**config.mk**
```make
export PLATFORM = sky130hd
export DESIGN_NAME = adxl362_reset_sequencer
export DESIGN_NICKNAME = d
export VERILOG_FILES = /design/src/rtl/adxl362_rst_pkg.sv /design/src/rtl/adxl362_tick_div.sv /design/src/rtl/adxl362_reset_sequencer.sv
export SDC_FILE = /design/constraint.sdc
export NUM_CORES = 1
export LEC_CHECK = 0
export ABC_AREA = 1
export BUFFER_PORTS_ARGS = -buffer_cell sky130_fd_sc_hd__buf_2
export CAP_MARGIN = 20
export CORE_MARGIN = 5
export CORE_UTILIZATION = 59
export DETAILED_ROUTE_END_ITERATION = 10
export PLACE_DENSITY = 0.79
export SLEW_MARGIN = 20
export SYNTH_ARGS = -nofsm -noshare
export SYNTH_HDL_FRONTEND = slang
export SYNTH_SLANG_ARGS = --single-unit
```
**constraint.sdc**
```tcl
create_clock -name clk -period 2.7 [get_ports clk]
set_input_delay 0.27 -clock clk [delete_from_list [all_inputs] [get_ports clk]]
set_output_delay 0.27 -clock clk [all_outputs]
set_load 0.005 [all_outputs]
```
**src/rtl/adxl362_rst_pkg.sv**
```systemverilog
// rtl/adxl362_rst_pkg.sv - shared state and reset-cause definitions for the reset sequencer
package adxl362_rst_pkg;

  typedef enum logic [1:0] {
    ASSERT  = 2'd0,
    RELEASE = 2'd1,
    RUN     = 2'd2
  } rst_state_e;

  localparam logic [1:0] CAUSE_MASTER = 2'b00;
  localparam logic [1:0] CAUSE_SOFT   = 2'b01;
  localparam logic [1:0] CAUSE_WDOG   = 2'b10;

endpackage

```
**src/rtl/adxl362_tick_div.sv**
```systemverilog
// rtl/adxl362_tick_div.sv - programmable sample-rate strobe, active only while the system runs
module adxl362_tick_div #(
  parameter int DIV_W = 16
) (
  input  logic             clk,
  input  logic             reset,
  input  logic             run,
  input  logic             load,
  input  logic [DIV_W-1:0] div,
  output logic             tick
);

  logic [DIV_W-1:0] cnt_q, cnt_d;
  logic [DIV_W-1:0] per_q, per_d;
  logic             wrap;

  // A zero period re-samples div every cycle so a later non-zero value can start ticking.
  always_comb begin
    wrap  = (per_q != '0) && (cnt_q == per_q - DIV_W'(1));
    cnt_d = cnt_q;
    per_d = per_q;
    if (load) begin
      cnt_d = '0;
      per_d = div;
    end else if (!run) begin
      cnt_d = '0;
    end else if ((per_q == '0) || wrap) begin
      cnt_d = '0;
      per_d = div;
    end else begin
      cnt_d = cnt_q + DIV_W'(1);
    end
  end

  always_ff @(posedge clk) begin
    if (reset) begin
      cnt_q <= '0;
      per_q <= '0;
    end else begin
      cnt_q <= cnt_d;
      per_q <= per_d;
    end
  end

  assign tick = run && wrap;

endmodule

```
**src/rtl/adxl362_reset_sequencer.sv**
```systemverilog
// rtl/adxl362_reset_sequencer.sv - stretched, staggered multi-channel reset release with tick generator
// Optional watchdog reset source enabled by ADXL362_RST_WDOG_EN.
module adxl362_reset_sequencer
  import adxl362_rst_pkg::*;
#(
  parameter int NUM_RST  = 3,
  parameter int STRETCH  = 32,
  parameter int STAGGER  = 8,
  parameter int DIV_W    = 16,
  parameter int WDOG_CYC = 4096
) (
  input  logic               clk,
  input  logic               reset,
  input  logic               soft_reset,
  input  logic [DIV_W-1:0]   div,
  input  logic               wdog_kick,
  output logic [NUM_RST-1:0] rst_out,
  output logic               done,
  output logic               tick,
  output logic [1:0]         cause
);

  localparam int CNT_W = $clog2(STRETCH + 1);
  localparam int STG_W = $clog2(STAGGER + 1);
  localparam logic [NUM_RST-1:0] RST_ALL = {NUM_RST{1'b1}};

  rst_state_e         state_q, state_d;
  logic [CNT_W-1:0]   cnt_q, cnt_d;
  logic [STG_W-1:0]   stg_q, stg_d;
  logic [NUM_RST-1:0] rst_q, rst_d;
  logic [1:0]         cause_q, cause_d;
  logic               wdog_fire;
  logic               src_any;
  logic               run_enter;

`ifdef ADXL362_RST_WDOG_EN
  localparam int WD_W = $clog2(WDOG_CYC + 1);
  logic [WD_W-1:0] wd_q, wd_d;

  assign wdog_fire = (state_q == RUN) && !wdog_kick && (wd_q == WD_W'(WDOG_CYC - 1));

  always_comb begin
    wd_d = '0;
    if ((state_q == RUN) && !wdog_kick && !wdog_fire) begin
      wd_d = wd_q + WD_W'(1);
    end
  end

  always_ff @(posedge clk) begin
    if (reset) begin
      wd_q <= '0;
    end else begin
      wd_q <= wd_d;
    end
  end
`else
  logic unused_wdog;
  assign unused_wdog = wdog_kick ^ (WDOG_CYC != 0);
  assign wdog_fire   = 1'b0;
`endif

  assign src_any = reset || soft_reset || wdog_fire;

  // Channels release by shifting zeros in from bit 0; an all-zero vector means the last one just fell.
  always_comb begin
    state_d = state_q;
    cnt_d   = cnt_q;
    stg_d   = stg_q;
    rst_d   = rst_q;
    cause_d = cause_q;
    if (src_any) begin
      state_d = ASSERT;
      cnt_d   = '0;
      stg_d   = '0;
      rst_d   = RST_ALL;
      cause_d = reset ? CAUSE_MASTER : (soft_reset ? CAUSE_SOFT : CAUSE_WDOG);
    end else begin
      case (state_q)
        ASSERT: begin
          if (cnt_q == CNT_W'(STRETCH - 1)) begin
            cnt_d   = '0;
            rst_d   = rst_q << 1;
            state_d = (rst_d == '0) ? RUN : RELEASE;
          end else begin
            cnt_d = cnt_q + CNT_W'(1);
          end
        end
        RELEASE: begin
          if (stg_q == STG_W'(STAGGER - 1)) begin
            stg_d   = '0;
            rst_d   = rst_q << 1;
            state_d = (rst_d == '0) ? RUN : RELEASE;
          end else begin
            stg_d = stg_q + STG_W'(1);
          end
        end
        RUN:     state_d = RUN;
        default: state_d = ASSERT;
      endcase
    end
  end

  always_ff @(posedge clk) begin
    if (reset) begin
      state_q <= ASSERT;
      cnt_q   <= '0;
      stg_q   <= '0;
      rst_q   <= RST_ALL;
      cause_q <= CAUSE_MASTER;
    end else begin
      state_q <= state_d;
      cnt_q   <= cnt_d;
      stg_q   <= stg_d;
      rst_q   <= rst_d;
      cause_q <= cause_d;
    end
  end

  assign run_enter = (state_d == RUN) && (state_q != RUN);

  adxl362_tick_div #(
    .DIV_W(DIV_W)
  ) u_tick_div (
    .clk  (clk),
    .reset(reset),
    .run  (state_q == RUN),
    .load (run_enter),
    .div  (div),
    .tick (tick)
  );

  assign rst_out = rst_q;
  assign done    = (state_q == RUN);
  assign cause   = cause_q;

endmodule

```
==> results.toml <==
[outcome]
status = "complete, no violations"

[cts]
cts_made_buffers = 5
clk_pin_slew_ns = 0.09
clock_latency_ns = 0.30
cts_tree = "built"
clockBufferDepth = 2
cts_sinks = 49
clockRootBuffer = "clkbuf_8"
cts_htree_levels = 2

[final_layout]
layout-drive-gt1-share_pct = 11.2
diodes = 0
fin_nets = 499
final_cell_mix = "111 x nand2_1, 80 x nor2_1, 68 x inv_1"
final_util_pct = 65.7
mostFrequentLayoutCell = "nand2_1"
area_growth_pct = 9.18

[placement]
port_buffers = 25
gp_routability_congestion = 0.830
dp_hpwl_um = 4330

[pwr]
leakage_nw = 1.46
power.density_nw_per_um2 = 383
p_total_mw = 1.18
ir_worst_vdd_mv = 0.287

[synthesis]
syn-cell-area_um2 = 2820
yosys.area.top_type = "dfxtp_1"
yosysSeqAreaShare_pct = 34.8
yosysTopAreaCellShare_pct = 34.8
synth_cell_types = 30
synth_seq_cells = 49
yosys_warnings = 0
synth_area_leaders = "dfxtp_1 35%, nand2_1 15%, nor2_1 11%"
syn_nets = 474
syn_area_per_cell_um2 = 6.27
synthCells = 450

[grt]
grt_pass1_wl_um = 10300
grt_pass1_vias = 2379
grt_overflow = 0
antenna_found_initial = 0
grt_max_degree = 33
track_usage_pct = 20.0

[routing]
drt_pass1_iterations = 5
drc_errors = 0
antenna_left = 0
wl_um = 5740
wl_per_cell_um = 10.8
via_count = 2643
drtIter0Drc = 104
via_per_inst = 5.00

[floorplanning]
core_um2 = 4690
design.die.area_um2 = 6270
ioPinCount = 27
fp-row-count = 25
die_y_um = 79.2
start_util_pct = 60.2
die_x_um = 79.2

[hold_path]
hold_path.class = "input pin to register"

[setup_path]
slowest_stage = "dfxtp_1"
max_stage_delay_ns = 0.34
crit_chain = "inv_1, ha_1, nand2_1, nor2_2, nand3_1, nor2_1, o21ai_1, nand2_1, nand3_2, nor2_1, buf_2"
cp-start-kind = "register"
critical_path_class = "register to output pin"
cp.arrival_ns = 2.20
cp.required_ns = 2.43
crit_fanout = 5
critPathCaptureType = "output pin"

[timing]
finalSetupViolCount = 0
slew_violations = 0
worst_slew_pin_slew_ns = 0.752
hold_viol = 0
relSlewSlack_pct = 49.7
fin_crit_ns = 2.47
fmax_mhz = 405
period_share_pct = 91.5
fin_skew_ns = 0.0164

[job]
max_cap_viol_count = 0
==> registers in the layout, indices dropped and copies added, names as in the netlist <==
register	count
cause	2
cnt_q	6
state_q	2
u_tick_div.cnt_q	16
u_tick_div.per_q	16
rst_out	3
stg_q	4
==> timing repair <==
item / in CTS / in global routing
buffers inserted: 0 / 0
hold buffers: 0 / 0
gates resized for setup: 0 / 1
setup endpoints to repair: 0 / 1
==> stage by stage <==
| step | hold slack (ns) | setup WS (ns) | instances | cell area [um^2] | TNS [ns] |
|---|---|---|---|---|---|
| 3_3_place_gp | 0.414 | 0.401 | 522 | 2990 | 0 |
| 2_1_floorplan | 0.342 | 0.712 | 450 | 2820 | 0 |
| 3_5_place_dp | 0.417 | 0.358 | 522 | 2990 | 0 |
| 5_1_grt | 0.158 | -0.00761 | 529 | 3080 | -0.00761 |
| 6_report | 0.166 | 0.230 | 529 | 3080 | 0 |
| 4_1_cts | 0.160 | 0.202 | 529 | 3070 | 0 |
==> layer usage <==
layer / GRT usage (%) / wire (um) / vias up
met5: 0 / 0 / -
met4: 4.81 / 44 / 0
met3: 3.85 / 172 / 5
met2: 32.0 / 2530 / 38
met1: 27.8 / 2990 / 1158
li1: - / - / 1442
==> worst paths after layout <==
path	cells after the start	from	endpoint	slack, ns
setup / recovery	11	u_tick_div.per_q[0]$_SDFFE_PP0P_	tick	0.23
hold / removal	2	reset	cause[0]$_SDFFE_PP0P_	0.17
setup reg to reg	12	u_tick_div.per_q[0]$_SDFFE_PP0P_	u_tick_div.cnt_q[2]$_SDFF_PP0_	0.34
hold reg to reg	2	cause[1]$_SDFFE_PP0P_	cause[1]$_SDFFE_PP0P_	0.43
==> cell type report <==
cell class | count | area (um^2)
Timing Repair Buffer | 27 | 153
Sequential cell | 49 | 981
Multi-Input combinational cell | 320 | 1530
Clock buffer | 5 | 68.8
Tap cell | 54 | 67.6
Fill cell | 449 | 1610
Clock inverter | 2 | 13.8
Inverter | 72 | 270
==> worst max-delay path, delay by kind of cell, from the launching register on <==
family / cells / cell delay, ns
adder cells (fa/ha/maj): 1 / 0.23
buffers and inverters: 2 / 0.27
AND/OR/NAND/NOR: 7 / 0.96
flip-flops: 1 / 0.34
AO/OA/AOI/OAI: 1 / 0.10
==> logic make-up (layout without fill, tap and decap cells) <==
group | count (synthesis) | count (layout) | synth area share (%)
buf+inv | 81 | 106 | 11.6
simple gates | 258 | 258 | 39.0
flops | 49 | 49 | 34.8
fa+ha+maj | 4 | 4 | 1.77
compound gates | 42 | 42 | 7.89
xor+xnor | 16 | 16 | 4.96
==> power by group <==
part,total [mW],internal [mW],switching [mW]
registers,0.727,0.724,0.00212
logic,0.0389,0.0181,0.0208
clock network,0.416,0.179,0.236
total,1.18,0.922,0.259
==> cell usage after synthesis <==
cell type and instances:
or2_2 3, clkbuf_1 2, buf_4 1, clkinv_1 1, a31oi_1 2, nor2_2 5, nand3_2 2, nor3_1 6
buf_6 2, nand4_1 5, xor2_1 14, ha_1 4, buf_2 4, a32oi_1 2, o21ai_1 3, dfxtp_1 49
nand2_2 3, a21oi_1 25, nand3_1 35, nand3b_1 4, o21ai_0 9, nor2_1 81, nand2_1 111, inv_2 3
nor3b_1 1, nor2_4 1, a211oi_1 1, inv_1 68, or2_0 1, xnor2_1 2
Power figures use the tool's default switching activity.
